[src/rtl/vx_evict_wb_queue_if.sv]
// Writeback queue handshake bundle.
//   evict_*   : bank pipe -> queue (dirty line capture, valid/ready)
//   mem_req_* : queue -> memory write port (valid/ready)
// slave  : the queue side (accepts evictions, issues memory writes)
// master : the environment side (bank pipe plus memory port)
interface vx_evict_wb_queue_if #(
  parameter int LINE_ADDR_WIDTH = 26,
  parameter int BANK_LINE_WORDS = 4,
  parameter int WORD_SIZE       = 4
);
  localparam int LINE_BYTES = BANK_LINE_WORDS * WORD_SIZE;
  localparam int LINE_WIDTH = LINE_BYTES * 8;

  logic                       evict_valid;
  logic [LINE_ADDR_WIDTH-1:0] evict_addr;
  logic [LINE_WIDTH-1:0]      evict_data;
  logic [LINE_BYTES-1:0]      evict_byteen;
  logic                       evict_ready;

  logic                       mem_req_valid;
  logic [LINE_ADDR_WIDTH-1:0] mem_req_addr;
  logic [LINE_WIDTH-1:0]      mem_req_data;
  logic [LINE_BYTES-1:0]      mem_req_byteen;
  logic                       mem_req_ready;

  modport master (
    output evict_valid, evict_addr, evict_data, evict_byteen,
    input  evict_ready,
    input  mem_req_valid, mem_req_addr, mem_req_data, mem_req_byteen,
    output mem_req_ready
  );

  modport slave (
    input  evict_valid, evict_addr, evict_data, evict_byteen,
    output evict_ready,
    output mem_req_valid, mem_req_addr, mem_req_data, mem_req_byteen,
    input  mem_req_ready
  );
endinterface

[src/rtl/vx_evict_wb_queue.sv]
// Dirty-line writeback queue sitting below the bank tag/data store.
// Captures evicted dirty lines (address, data, byte mask), drains them in
// order to the memory write port, and offers a combinational snoop so the
// bank can hold off a refill/miss to a line still waiting for writeback.
// Ports:
//   clk, reset   : clock, synchronous active-high reset
//   wb_if        : evict_* capture handshake and mem_req_* drain handshake
//   snoop_addr   : line address probed by the bank pipe
//   snoop_hit    : probed line is pending in the queue
//   count        : occupied entries; full/empty derived from it
// The interface instance must carry the same LINE_ADDR_WIDTH,
// BANK_LINE_WORDS and WORD_SIZE as this module.
module vx_evict_wb_queue #(
  parameter int NUM_ENTRIES     = 4,
  parameter int LINE_ADDR_WIDTH = 26,
  parameter int BANK_LINE_WORDS = 4,
  parameter int WORD_SIZE       = 4,
  localparam int LINE_BYTES     = BANK_LINE_WORDS * WORD_SIZE,
  localparam int LINE_WIDTH     = LINE_BYTES * 8,
  localparam int PTR_W          = $clog2(NUM_ENTRIES),
  localparam int CNT_W          = PTR_W + 1
) (
  input  logic                       clk,
  input  logic                       reset,
  vx_evict_wb_queue_if.slave         wb_if,
  input  logic [LINE_ADDR_WIDTH-1:0] snoop_addr,
  output logic                       snoop_hit,
  output logic [CNT_W-1:0]           count,
  output logic                       full,
  output logic                       empty
);

  logic [PTR_W-1:0]       head_q, head_d;
  logic [PTR_W-1:0]       tail_q, tail_d;
  logic [CNT_W-1:0]       count_q, count_d;
  logic [NUM_ENTRIES-1:0] valid_q, valid_d;

  logic [LINE_ADDR_WIDTH-1:0] addr_q   [NUM_ENTRIES];
  logic [LINE_WIDTH-1:0]      data_q   [NUM_ENTRIES];
  logic [LINE_BYTES-1:0]      byteen_q [NUM_ENTRIES];

  logic enq, deq;

  assign full  = (count_q == CNT_W'(NUM_ENTRIES));
  assign empty = (count_q == '0);
  assign count = count_q;

  // Ready looks only at registered occupancy: a drain in the same cycle
  // never opens a slot for a simultaneous capture when full.
  assign wb_if.evict_ready = ~full;

  // Clean lines (no dirty bytes) are acknowledged but never stored.
  assign enq = wb_if.evict_valid && !full && (|wb_if.evict_byteen);
  assign deq = !empty && wb_if.mem_req_ready;

  assign wb_if.mem_req_valid  = ~empty;
  assign wb_if.mem_req_addr   = addr_q[head_q];
  assign wb_if.mem_req_data   = data_q[head_q];
  assign wb_if.mem_req_byteen = byteen_q[head_q];

  always_comb begin
    head_d  = head_q;
    tail_d  = tail_q;
    count_d = count_q;
    valid_d = valid_q;
    if (enq) begin
      valid_d[tail_q] = 1'b1;
      tail_d          = tail_q + PTR_W'(1);
    end
    // Head and tail never coincide when both fire (not full, not empty),
    // so this clear cannot undo the set above.
    if (deq) begin
      valid_d[head_q] = 1'b0;
      head_d          = head_q + PTR_W'(1);
    end
    case ({enq, deq})
      2'b10:   count_d = count_q + CNT_W'(1);
      2'b01:   count_d = count_q - CNT_W'(1);
      default: count_d = count_q;
    endcase
  end

  // Snoop covers the head entry even while it is being handed to memory.
  always_comb begin
    snoop_hit = 1'b0;
    for (int i = 0; i < NUM_ENTRIES; i++) begin
      if (valid_q[i] && (addr_q[i] == snoop_addr)) snoop_hit = 1'b1;
    end
  end

  always_ff @(posedge clk) begin
    if (reset) begin
      head_q  <= '0;
      tail_q  <= '0;
      count_q <= '0;
      valid_q <= '0;
    end else begin
      head_q  <= head_d;
      tail_q  <= tail_d;
      count_q <= count_d;
      valid_q <= valid_d;
    end
  end

  // Line storage carries no reset; per-entry valid bits gate every use.
  always_ff @(posedge clk) begin
    if (enq) begin
      addr_q[tail_q]   <= wb_if.evict_addr;
      data_q[tail_q]   <= wb_if.evict_data;
      byteen_q[tail_q] <= wb_if.evict_byteen;
    end
  end

endmodule

[src/flat_wrapper.sv]
// flat-port wrapper written by rule: the top's interface ports become plain ports
module vx_evict_wb_queue_flat 
#(
  parameter int NUM_ENTRIES     = 4,
  parameter int LINE_ADDR_WIDTH = 26,
  parameter int BANK_LINE_WORDS = 4,
  parameter int WORD_SIZE       = 4,
  localparam int LINE_BYTES     = BANK_LINE_WORDS * WORD_SIZE,
  localparam int LINE_WIDTH     = LINE_BYTES * 8,
  localparam int PTR_W          = $clog2(NUM_ENTRIES),
  localparam int CNT_W          = PTR_W + 1
)
  (clk, reset, snoop_addr, snoop_hit, count, full, empty, wb_if_evict_valid, wb_if_evict_addr, wb_if_evict_data, wb_if_evict_byteen, wb_if_evict_ready, wb_if_mem_req_valid, wb_if_mem_req_addr, wb_if_mem_req_data, wb_if_mem_req_byteen, wb_if_mem_req_ready);
  vx_evict_wb_queue_if #(.LINE_ADDR_WIDTH(LINE_ADDR_WIDTH), .BANK_LINE_WORDS(BANK_LINE_WORDS), .WORD_SIZE(WORD_SIZE)) wb_if_i ();
  input  logic clk;
  input  logic reset;
  input  logic [LINE_ADDR_WIDTH-1:0] snoop_addr;
  output logic snoop_hit;
  output logic [CNT_W-1:0] count;
  output logic full;
  output logic empty;
  input wire logic [$bits(wb_if_i.evict_valid)-1:0] wb_if_evict_valid;
  input wire logic [$bits(wb_if_i.evict_addr)-1:0] wb_if_evict_addr;
  input wire logic [$bits(wb_if_i.evict_data)-1:0] wb_if_evict_data;
  input wire logic [$bits(wb_if_i.evict_byteen)-1:0] wb_if_evict_byteen;
  output wire logic [$bits(wb_if_i.evict_ready)-1:0] wb_if_evict_ready;
  output wire logic [$bits(wb_if_i.mem_req_valid)-1:0] wb_if_mem_req_valid;
  output wire logic [$bits(wb_if_i.mem_req_addr)-1:0] wb_if_mem_req_addr;
  output wire logic [$bits(wb_if_i.mem_req_data)-1:0] wb_if_mem_req_data;
  output wire logic [$bits(wb_if_i.mem_req_byteen)-1:0] wb_if_mem_req_byteen;
  input wire logic [$bits(wb_if_i.mem_req_ready)-1:0] wb_if_mem_req_ready;
  assign wb_if_i.evict_valid = wb_if_evict_valid;
  assign wb_if_i.evict_addr = wb_if_evict_addr;
  assign wb_if_i.evict_data = wb_if_evict_data;
  assign wb_if_i.evict_byteen = wb_if_evict_byteen;
  assign wb_if_evict_ready = wb_if_i.evict_ready;
  assign wb_if_mem_req_valid = wb_if_i.mem_req_valid;
  assign wb_if_mem_req_addr = wb_if_i.mem_req_addr;
  assign wb_if_mem_req_data = wb_if_i.mem_req_data;
  assign wb_if_mem_req_byteen = wb_if_i.mem_req_byteen;
  assign wb_if_i.mem_req_ready = wb_if_mem_req_ready;
  vx_evict_wb_queue #(.NUM_ENTRIES(NUM_ENTRIES), .LINE_ADDR_WIDTH(LINE_ADDR_WIDTH), .BANK_LINE_WORDS(BANK_LINE_WORDS), .WORD_SIZE(WORD_SIZE)) u_core (.clk(clk), .reset(reset), .wb_if(wb_if_i), .snoop_addr(snoop_addr), .snoop_hit(snoop_hit), .count(count), .full(full), .empty(empty));
endmodule
[config.mk]
export PLATFORM = sky130hd
export DESIGN_NAME = vx_evict_wb_queue_flat
export DESIGN_NICKNAME = d
export VERILOG_FILES = /design/src/rtl/vx_evict_wb_queue_if.sv /design/src/rtl/vx_evict_wb_queue.sv /design/src/flat_wrapper.sv
export SDC_FILE = /design/constraint.sdc
export NUM_CORES = 1
export LEC_CHECK = 0
export CORE_AREA = 8 8 211 254
export DETAILED_ROUTE_END_ITERATION = 10
export DIE_AREA = 0 0 219 262
export PLACE_DENSITY = 0.78
export SYNTH_ARGS = -nofsm -noshare
export SYNTH_HDL_FRONTEND = slang
export SYNTH_SLANG_ARGS = --single-unit
[constraint.sdc]
create_clock -name clk -period 3 [get_ports clk]
set_clock_uncertainty 0.15 [all_clocks]
set_input_delay 0.45 -clock clk [delete_from_list [all_inputs] [get_ports clk]]
set_output_delay 0.45 -clock clk [all_outputs]
set_load 0.01 [all_outputs]
# [Word-level counts from Yosys, hierarchy flattened]
# Memories as Yosys holds them, arrays and structs flattened. A register that Yosys moved wholly into a read port is not among the register bits.
# Index checks and enable logic that the tools add are counted.
[word_totals] mem_count=3 wordCells=60 out_inout_bits=178 ff_bits=11 inputBits=200 ramBits=680
[classes] n_bitwise=5 reduce_logical=14 order_cmp=4 mux=19 addsub=4 eq_ne=7
[memory_table] name="u_core.data_q" depth=4 width=128 rd=1 rd_ports_with_merged_regs=1 write_ports=1 line_no="vx_evict_wb_queue.sv:39" source="logic [LINE_WIDTH-1:0] data_q [NUM_ENTRIES];"
[memory_table] name="u_core.addr_q" depth=4 width=26 rd=5 rd_ports_with_merged_regs=1 write_ports=1 line_no="vx_evict_wb_queue.sv:38" source="logic [LINE_ADDR_WIDTH-1:0] addr_q [NUM_ENTRIES];"
[memory_table] name="u_core.byteen_q" depth=4 width=16 rd=1 rd_ports_with_merged_regs=1 write_ports=1 line_no="vx_evict_wb_queue.sv:40" source="logic [LINE_BYTES-1:0] byteen_q [NUM_ENTRIES];"
[op_table] op="26-bit == test" n=4
[op_table] op="16-bit OR reduction" n=1
[op_table] op="2-bit two-way mux" n=6
[op_table] op="1-bit logical AND" n=9
[op_table] op="1-bit two-way mux" n=8
[op_table] op="4-bit two-way mux" n=2
[op_table] op="2-bit by 3-bit less-than comparator with 1-bit output (second input constant)" n=2
[op_table] op="3-bit case mux with 2 select lines" n=1
[op_table] op="2-bit by 1-bit adder with 2-bit output (second input constant)" n=2
[op_table] op="4-bit bitwise AND" n=1
[op_table] op="1-bit demux with 2-bit select" n=2
[op_table] op="2-bit by 1-bit >= comparator with 1-bit output (second input constant)" n=2
[op_table] op="4-bit NOT" n=1
[op_table] op="4-bit OR" n=1
[op_table] op="3-bit by 1-bit adder with 3-bit output (second input constant)" n=1
[op_table] op="3-bit == test (second input constant)" n=1
[op_table] op="3-bit logical NOT" n=1
[op_table] op="3-bit by 1-bit subtractor with 3-bit output (second input constant)" n=1
[op_table] op="2-bit by 1-bit == test with 1-bit output (second input constant)" n=1
[op_table] op="2-bit == test (second input constant)" n=1
[op_table] op="1-bit logical NOT" n=2
[op_table] op="1-bit NOT" n=2
[op_table] op="2-bit nonzero test" n=1

# [Logic depth before layout (Yosys ltp)]
# Gate-level depths: netlist of the first run.
[depth] ltp_word=8 ltp_mapped=11 ltp_nobuf=10

# [Worst setup path after synthesis of the first run]
# No wires, ideal clock.
[synth_path] kind="flip-flop to flip-flop" from="register u_core.count_q[0] (netlist: u_core.count[0])" to="memory u_core.addr_q[0][0] (enable)" path_stages_with_launch=6 synth_period_minus_slack_ps=2773 t_arrival_ps=2211 path_slack_ps=227 n_path_buf=1 setup_time_ps=413 required_ps=2437 cell_sequence="dfxtp_1 inv_1 nand3_1 and3_1 buf_6 and2_4"
[synth_via] elab_chain_len=6
[synth_lines] item="from (decl)" line_no="vx_evict_wb_queue.sv:35" source="logic [CNT_W-1:0] count_q, count_d;"
[synth_lines] item="from (signal assigned)" line_no="vx_evict_wb_queue.sv:100" source="count_q <= count_d;"
[synth_lines] item="3-bit == test" line_no="vx_evict_wb_queue.sv:44" source="assign full = (count_q == CNT_W'(NUM_ENTRIES));"
[synth_lines] item="1-bit logical NOT" line_no="vx_evict_wb_queue.sv:53" source="assign enq = wb_if.evict_valid && !full && (|wb_if.evict_byteen);"
[synth_lines] item="1-bit logical AND (2 in series)" line_no="vx_evict_wb_queue.sv:53"
[synth_lines] item="1-bit two-way mux" line_no="vx_evict_wb_queue.sv:107" source="if (enq) begin"
[synth_lines] item="1-bit two-way mux (not written as such)" line_no="vx_evict_wb_queue.sv:108" source="addr_q[tail_q] <= wb_if.evict_addr;"
[synth_lines] item="to (decl)" line_no="vx_evict_wb_queue.sv:38"
# No other way between the ends.

==> results.yml, run 1 <==
placed_design:
  gp_congestion: 0.8901
  dp_hpwl_um: 40840
  dpl_cell_area_sq_um: 31620
  place_ws_ns: -0.2593
  placedCellCount: 2168
  portBuffers: 377
layout:
  final_core_util_pct: 68.37
  instances_no_fill: 2309
  drive_gt1_share_pct: 23.00
  synthToLayoutAreaGrowth_pct: 28.27
  final_common_cell: "edfxtp_1"
  nNetsFinal: 1810
  fin_area_sq_um: 33880
  final_cell_mix: "edfxtp_1 (680), clkdlybuf4s50_1 (209), mux4_2 (170), dlygate4sd2_1 (163), clkbuf_16 (69)"
  fillers: 3135
sta:
  worst_slew_pin_slew_ns: 0.5184
  fin_crit_ns: 2.917
  period_share_pct: 97.24
  max_freq_ghz: 0.3428
  relSlewSlack_pct: 65.33
  timing.final.ws_setup_ns: 0.08274
  rsz0062_at_grt: "false"
  setup_viol: 0
  hold_viol: 0
  timing.setup.tns_ns: 0
  slew_viol_final: 0
  fin_hold_ws_ns: 0.3236
power:
  vdd_drop_max_v: 0.0006314
  netSwitchingPower_mw: 7.383
  internal_power_mw: 20.31
  sequentialPowerShare_pct: 43.6
  powerDensity_nw_per_um2: 817.5
  power_mw: 27.69
  sw_frac_of_total_pct: 26.66
  p_leak_nw: 11.17
  combPwrFrac_pct: 26.7
  pwr-share-clk_pct: 29.7
detailed_routing:
  met3WireLength_um: 4932
  drt_iter0_markers: 1011
  post-route-drc-count: 0
  routed_wl_um: 62580
  dr.pass1.iters: 5
  via_per_inst: 5.713
  vias: 13192
  wl_per_cell_um: 27.10
  wl_met2_um: 33210
  top_layer_used: "met5"
  m1WireLength_um: 22150
  ant_nets: 0
yosys:
  synth_top_area_share_pct: 77.32
  ys_types: 26
  seq_area_frac_synth_pct: 78.30
  syn_area_per_cell_sq_um: 23.71
  yosys_warnings: 0
  synth_fp_nets: 1324
  ys_ff_latch: 693
  synth.area.top_cells: "edfxtp_1 (77%), mux4_2 (14%), xnor2_1 (2.1%), xor2_1 (1.5%), dfxtp_1 (0.99%)"
  syn-instance-count: 1114
  synth_top_area_cell: "edfxtp_1"
  syn_area_sq_um: 26410
floorplan:
  io_pins: 378
  start_util_pct: 53.30
  die_h_um: 262
  fp.dieW_um: 219
  dieArea_sq_um: 57380
  rows: 90
  core_sq_um: 49550
clocking:
  cts_max_level: 3
  path_clk_slew_ns: 0.06
  clockRootBuffer: "clkbuf_16"
  cts_buffer_depth: 3
  cts_sinks: 693
  cts_buffers: 67
  cts_tree: "done"
  clk_latency_ns: 0.58
run:
  max-cap-violations: 0
global_routing:
  antenna_found_initial: 18
  grt_pass1_vias: 14251
  track_usage_pct: 21.78
  overflow: 0
  grt_max_degree: 57
  grt_pass1_wl_um: 91350
min_path:
  hold_path.class: "flop to flop"
setup_path:
  cp_max_fo: 11
  critPathLaunchType: "flop"
  critPathCaptureType: "output port"
  critical_path_class: "flop to output port"
  arrival_ns: 2.32
  cp.required_ns: 2.40
status:
  status: "finished clean"
[registers in the layout (all words and copies together) (netlist names), named ones only]
register         flops
u_core.tail_q        2
u_core.valid_q       4
u_core.count         3
u_core.addr_q      104
u_core.data_q      512
u_core.head_q        2
u_core.byteen_q     64
[cells in the mapped netlist]
master and number:
inv_1 10, buf_6 13, nand4_1 22, mux2i_1 1, or3_4 1, dfxtp_1 13, fa_1 1, edfxtp_1 680
clkbuf_1 18, xor2_1 46, and2_4 5, a21oi_2 2, nor4_1 12, nor4_2 4, ha_1 9, and3_1 1
nand3_1 1, a21oi_1 5, or3_1 1, nor2_1 9, nor3_1 4, o21a_1 4, xnor2_1 62, mux4_2 170
o21ai_0 1, buf_2 19
[cell type report]
class	count	area [sq um]	share of cell area, %
sequential	693	20690	61.07
inverter	10	37.54	0.1108
timing repair buffer	467	4695	13.86
tap	644	805.8	2.379
antenna	17	42.54	0.1256
multi-input combinational	361	5483	16.18
clock inverter	34	346.6	1.023
clock buffer	83	1779	5.252
[layer usage]
| metal | vias to the layer above | GRT usage [%] |
|---|---|---|
| met4 | 8 | 10.15 |
| li1 | 5657 | - |
| met1 | 6888 | 25.05 |
| met3 | 122 | 6.033 |
| met5 | - | 0 |
| met2 | 517 | 37.66 |
[power by group through the flow]
stage | clock network (mW) | registers, mW | logic, mW
after global routing | 8.77 | 12.1 | 7.87
after floorplan | 0 | 12.2 | 4.04
after global placement | 0 | 12.2 | 7.93
after CTS | 8.41 | 12.1 | 7.58
final | 8.22 | 12.1 | 7.41
after detailed placement | 0 | 12.2 | 7.94
[worst max-delay path, stage by stage, from the launching register on]
cell and delay [ns]:
dfxtp_4 0.42, buf_16 0.18, buf_8 0.16, mux4_2 0.49, clkdlybuf4s50_1 0.49
[what timing repair did]
item	CTS	global route
hold buffers	0	0
setup buffers	5	0
pin swaps	6	0
gates cloned	2	0
setup endpoints to repair	157	7
gates resized for setup	193	8
[path summary, 6_finish.rpt]
| path | cells after the start | endpoint | from | slack (ns) |
|---|---|---|---|---|
| worst min register to register | 1 | u_core.valid_q[1]$_SDFF_PP0_ | u_core.valid_q[1]$_SDFF_PP0_ | 0.32 |
| worst min-delay path | 1 | u_core.valid_q[1]$_SDFF_PP0_ | u_core.valid_q[1]$_SDFF_PP0_ | 0.32 |
| worst max-delay path | 4 | wb_if_mem_req_addr[17] | flop | 0.08 |
| worst max register to register | 10 | u_core.count[2]$_SDFFE_PP0P_ | u_core.count[0]$_SDFFE_PP0P_ | 0.62 |
[cell families (layout without fill, tap and decap cells)]
family / count (synthesis) / in the layout / share of synthesized area [%]
flops: 693 / 693 / 78.30
mux: 171 / 171 / 14.53
xor+xnor: 108 / 108 / 3.582
simple gates: 60 / 60 / 1.473
buf+inv: 60 / 594 / 1.312
compound gates: 12 / 12 / 0.2937
fa+ha+maj: 10 / 10 / 0.5022
other cells: 0 / 17 / 0
(Power assumes the default switching activity.)
==> run 2: changes to the inputs <==
--- a/config.mk
+++ b/config.mk
@@ -8,7 +8,7 @@
 export CORE_AREA = 8 8 211 254
 export DETAILED_ROUTE_END_ITERATION = 10
 export DIE_AREA = 0 0 219 262
-export PLACE_DENSITY = 0.78
+export PLACE_DENSITY_LB_ADDON = 0.25
 export SYNTH_ARGS = -nofsm -noshare
 export SYNTH_HDL_FRONTEND = slang
 export SYNTH_SLANG_ARGS = --single-unit
==> run 2 against run 1 <==
Net effect:
- routed wire length fell by 3.7%
- maximum frequency about the same
- final area down 0.66%
- non-clock buffer count shrank 6
- core utilization is 0.45 points lower
- global-route usage down 0.95 points
- clock power down 4.0%
- worst hold slack improved by 0.0085 ns
- die area unchanged
- setup slack gained 0.0014 ns
- flip-flop and latch count did not move
- final cell count fell by 0.95%
==> results.yml, run 2 (synthesized netlist as in run 1, its figures left out) <==
status:
  status: "finished clean"
detailed_routing:
  post-route-drc-count: 0
  dr.pass1.iters: 5
  vias: 12991
  wl_per_cell_um: 26.34
  ant_nets: 0
  via_per_inst: 5.680
  routed_wl_um: 60250
  drt_iter0_markers: 1005
layout:
  largest_reg_flops: 512
  fin_area_sq_um: 33650
  instances_no_fill: 2287
  final_common_cell: "edfxtp_1"
  fillers: 3214
  final_cell_mix: "edfxtp_1 (680), clkdlybuf4s50_1 (208), mux4_2 (170), dlygate4sd2_1 (163), clkbuf_16 (72)"
  regMostFlops: "u_core.data_q"
  drive_gt1_share_pct: 22.12
  synthToLayoutAreaGrowth_pct: 27.42
  top_regs: "u_core.data_q x512, u_core.addr_q x104, u_core.byteen_q x64"
  nNetsFinal: 1804
placed_design:
  placedCellCount: 2160
  gp_congestion: 0.9533
  portBuffers: 377
  dp_hpwl_um: 40000
  dpl_cell_area_sq_um: 31560
clocking:
  ctsHoldBuffers: 0
  clk_latency_ns: 0.58
  clockRootBuffer: "clkbuf_16"
  cts_sinks: 693
  path_clk_slew_ns: 0.06
  cts_buffer_depth: 3
  cts_max_level: 3
  cts_buffers: 67
  cts_tree: "done"
sta:
  max_freq_ghz: 0.3430
  setup_viol: 0
  period_share_pct: 97.19
  hold_viol: 0
  slew_viol_final: 0
  fin_crit_ns: 2.916
  relSlewSlack_pct: 57.67
  worst_slew_pin_slew_ns: 0.6329
global_routing:
  grt_max_degree: 68
  antenna_found_initial: 6
  overflow: 0
  grt_pass1_wl_um: 87980
  grt_pass1_vias: 13831
  track_usage_pct: 20.83
min_path:
  hold_path.class: "primary input to flop"
  hold_path.startpoint: "wb_if_evict_data[52]"
setup_path:
  cp_max_fo: 7
  arrival_ns: 2.32
  critPathLaunchType: "flop"
  cp.required_ns: 2.40
  worst_r2r_startpoint: "u_core.count[0]$_SDFFE_PP0P_"
  critPathCaptureType: "output port"
  critical_path_class: "flop to output port"
floorplan:
  core_sq_um: 49550
  dieArea_sq_um: 57380
  rows: 90
  die_h_um: 262
  io_pins: 378
  fp.dieW_um: 219
  start_util_pct: 53.30
power:
  power_mw: 27.26
  vdd_drop_max_v: 0.0007378
  p_leak_nw: 11.05
  powerDensity_nw_per_um2: 810.1
run:
  max-cap-violations: 0
-- run 2: changes by cell type in the layout (fill, tap and decap cells not counted), sizes merged, moves of 2 or more --
| cell | before | now |
|---|---|---|
| clkinv | 22 | 31 |
| buf | 90 | 82 |
| clkdlybuf4s15 | 0 | 4 |
| diode | 17 | 2 |
| bufinv | 7 | 3 |
| dlymetal6s2s | 5 | 2 |
| inv | 13 | 11 |
-- run 2: stage by stage --
step / util (%) / setup WS [ns] / setup TNS [ns] / hold WS, ns
floorplan: - / 0.2266 / 0 / 0.2904
global placement: 63.70 / -0.2933 / -5.540 / 0.3377
detailed placement: 63.70 / -0.3213 / -0.6911 / 0.3472
CTS: 67.76 / -0.1021 / -0.1091 / 0.2941
global route: 67.92 / -0.001283 / -0.001283 / 0.3093
finish: 67.92 / 0.08418 / 0 / 0.3321
-- run 2: worst paths after layout --
check,endpoint,slack (ns),depth (start not counted)
min reg2reg,u_core.valid_q[2]$_SDFF_PP0_,0.37,1
max reg2reg,u_core.count[2]$_SDFFE_PP0P_,0.73,10
max,wb_if_mem_req_data[56],0.08,5
min,u_core.data_q[1][52]$_DFFE_PP_,0.33,1
-- run 2: metal layers --
metal	wire length, um	vias up	global-route usage, %	share of wire [%]
met1	22960	6822	25.81	38
met3	3820	88	4.812	6.3
met4	1345	8	6.772	2.2
li1	-	5634	-	-
met2	32060	439	36.11	53
met5	55	-	0	0.091
-- run 2: what timing repair did --
action,4_1_cts,5_1_grt
buffers inserted,5,1
hold endpoints to repair,0,0
pin swaps,0,0
setup endpoints to repair,171,15
gates cloned,1,2
gates resized for setup,182,4
-- run 2: worst max-delay path, stage by stage, from the launching register on --
cell and delay, ns:
dfxtp_4 0.44, buf_12 0.16, buf_8 0.15, clkbuf_16 0.17, mux4_2 0.49, dlygate4sd2_1 0.32
-- run 2: area by class of cell --
cell class                 count  area (sq um)  share of cell area, %
tap                          644         805.8                  2.394
clock buffer                  80          1789                  5.317
antenna                        2         5.005                0.01487
clock inverter                36         279.0                 0.8291
multi-input combinational    361          5418                  16.10
inverter                      10         37.54                 0.1115
timing repair buffer         461          4631                  13.76
sequential                   693         20690                  61.47
-- run 2: where the power goes --
part	internal (mW)	switching, mW	total (mW)	leakage, nW
Sequential	11.7	0.325	12.1	6.35
Clock	4.52	3.37	7.89	1.01
Combinational	3.76	3.56	7.32	3.69
==> run 3: changes to the inputs <==
--- a/config.mk
+++ b/config.mk
@@ -5,6 +5,8 @@
 export SDC_FILE = /design/constraint.sdc
 export NUM_CORES = 1
 export LEC_CHECK = 0
+export ABC_CLOCK_PERIOD_IN_PS = 3000
+export CAP_MARGIN = 30
 export CORE_AREA = 8 8 211 254
 export DETAILED_ROUTE_END_ITERATION = 10
 export DIE_AREA = 0 0 219 262
==> results of run 3 <==
Same layout as run 2: the final DEF is identical, and so are final timing and power.
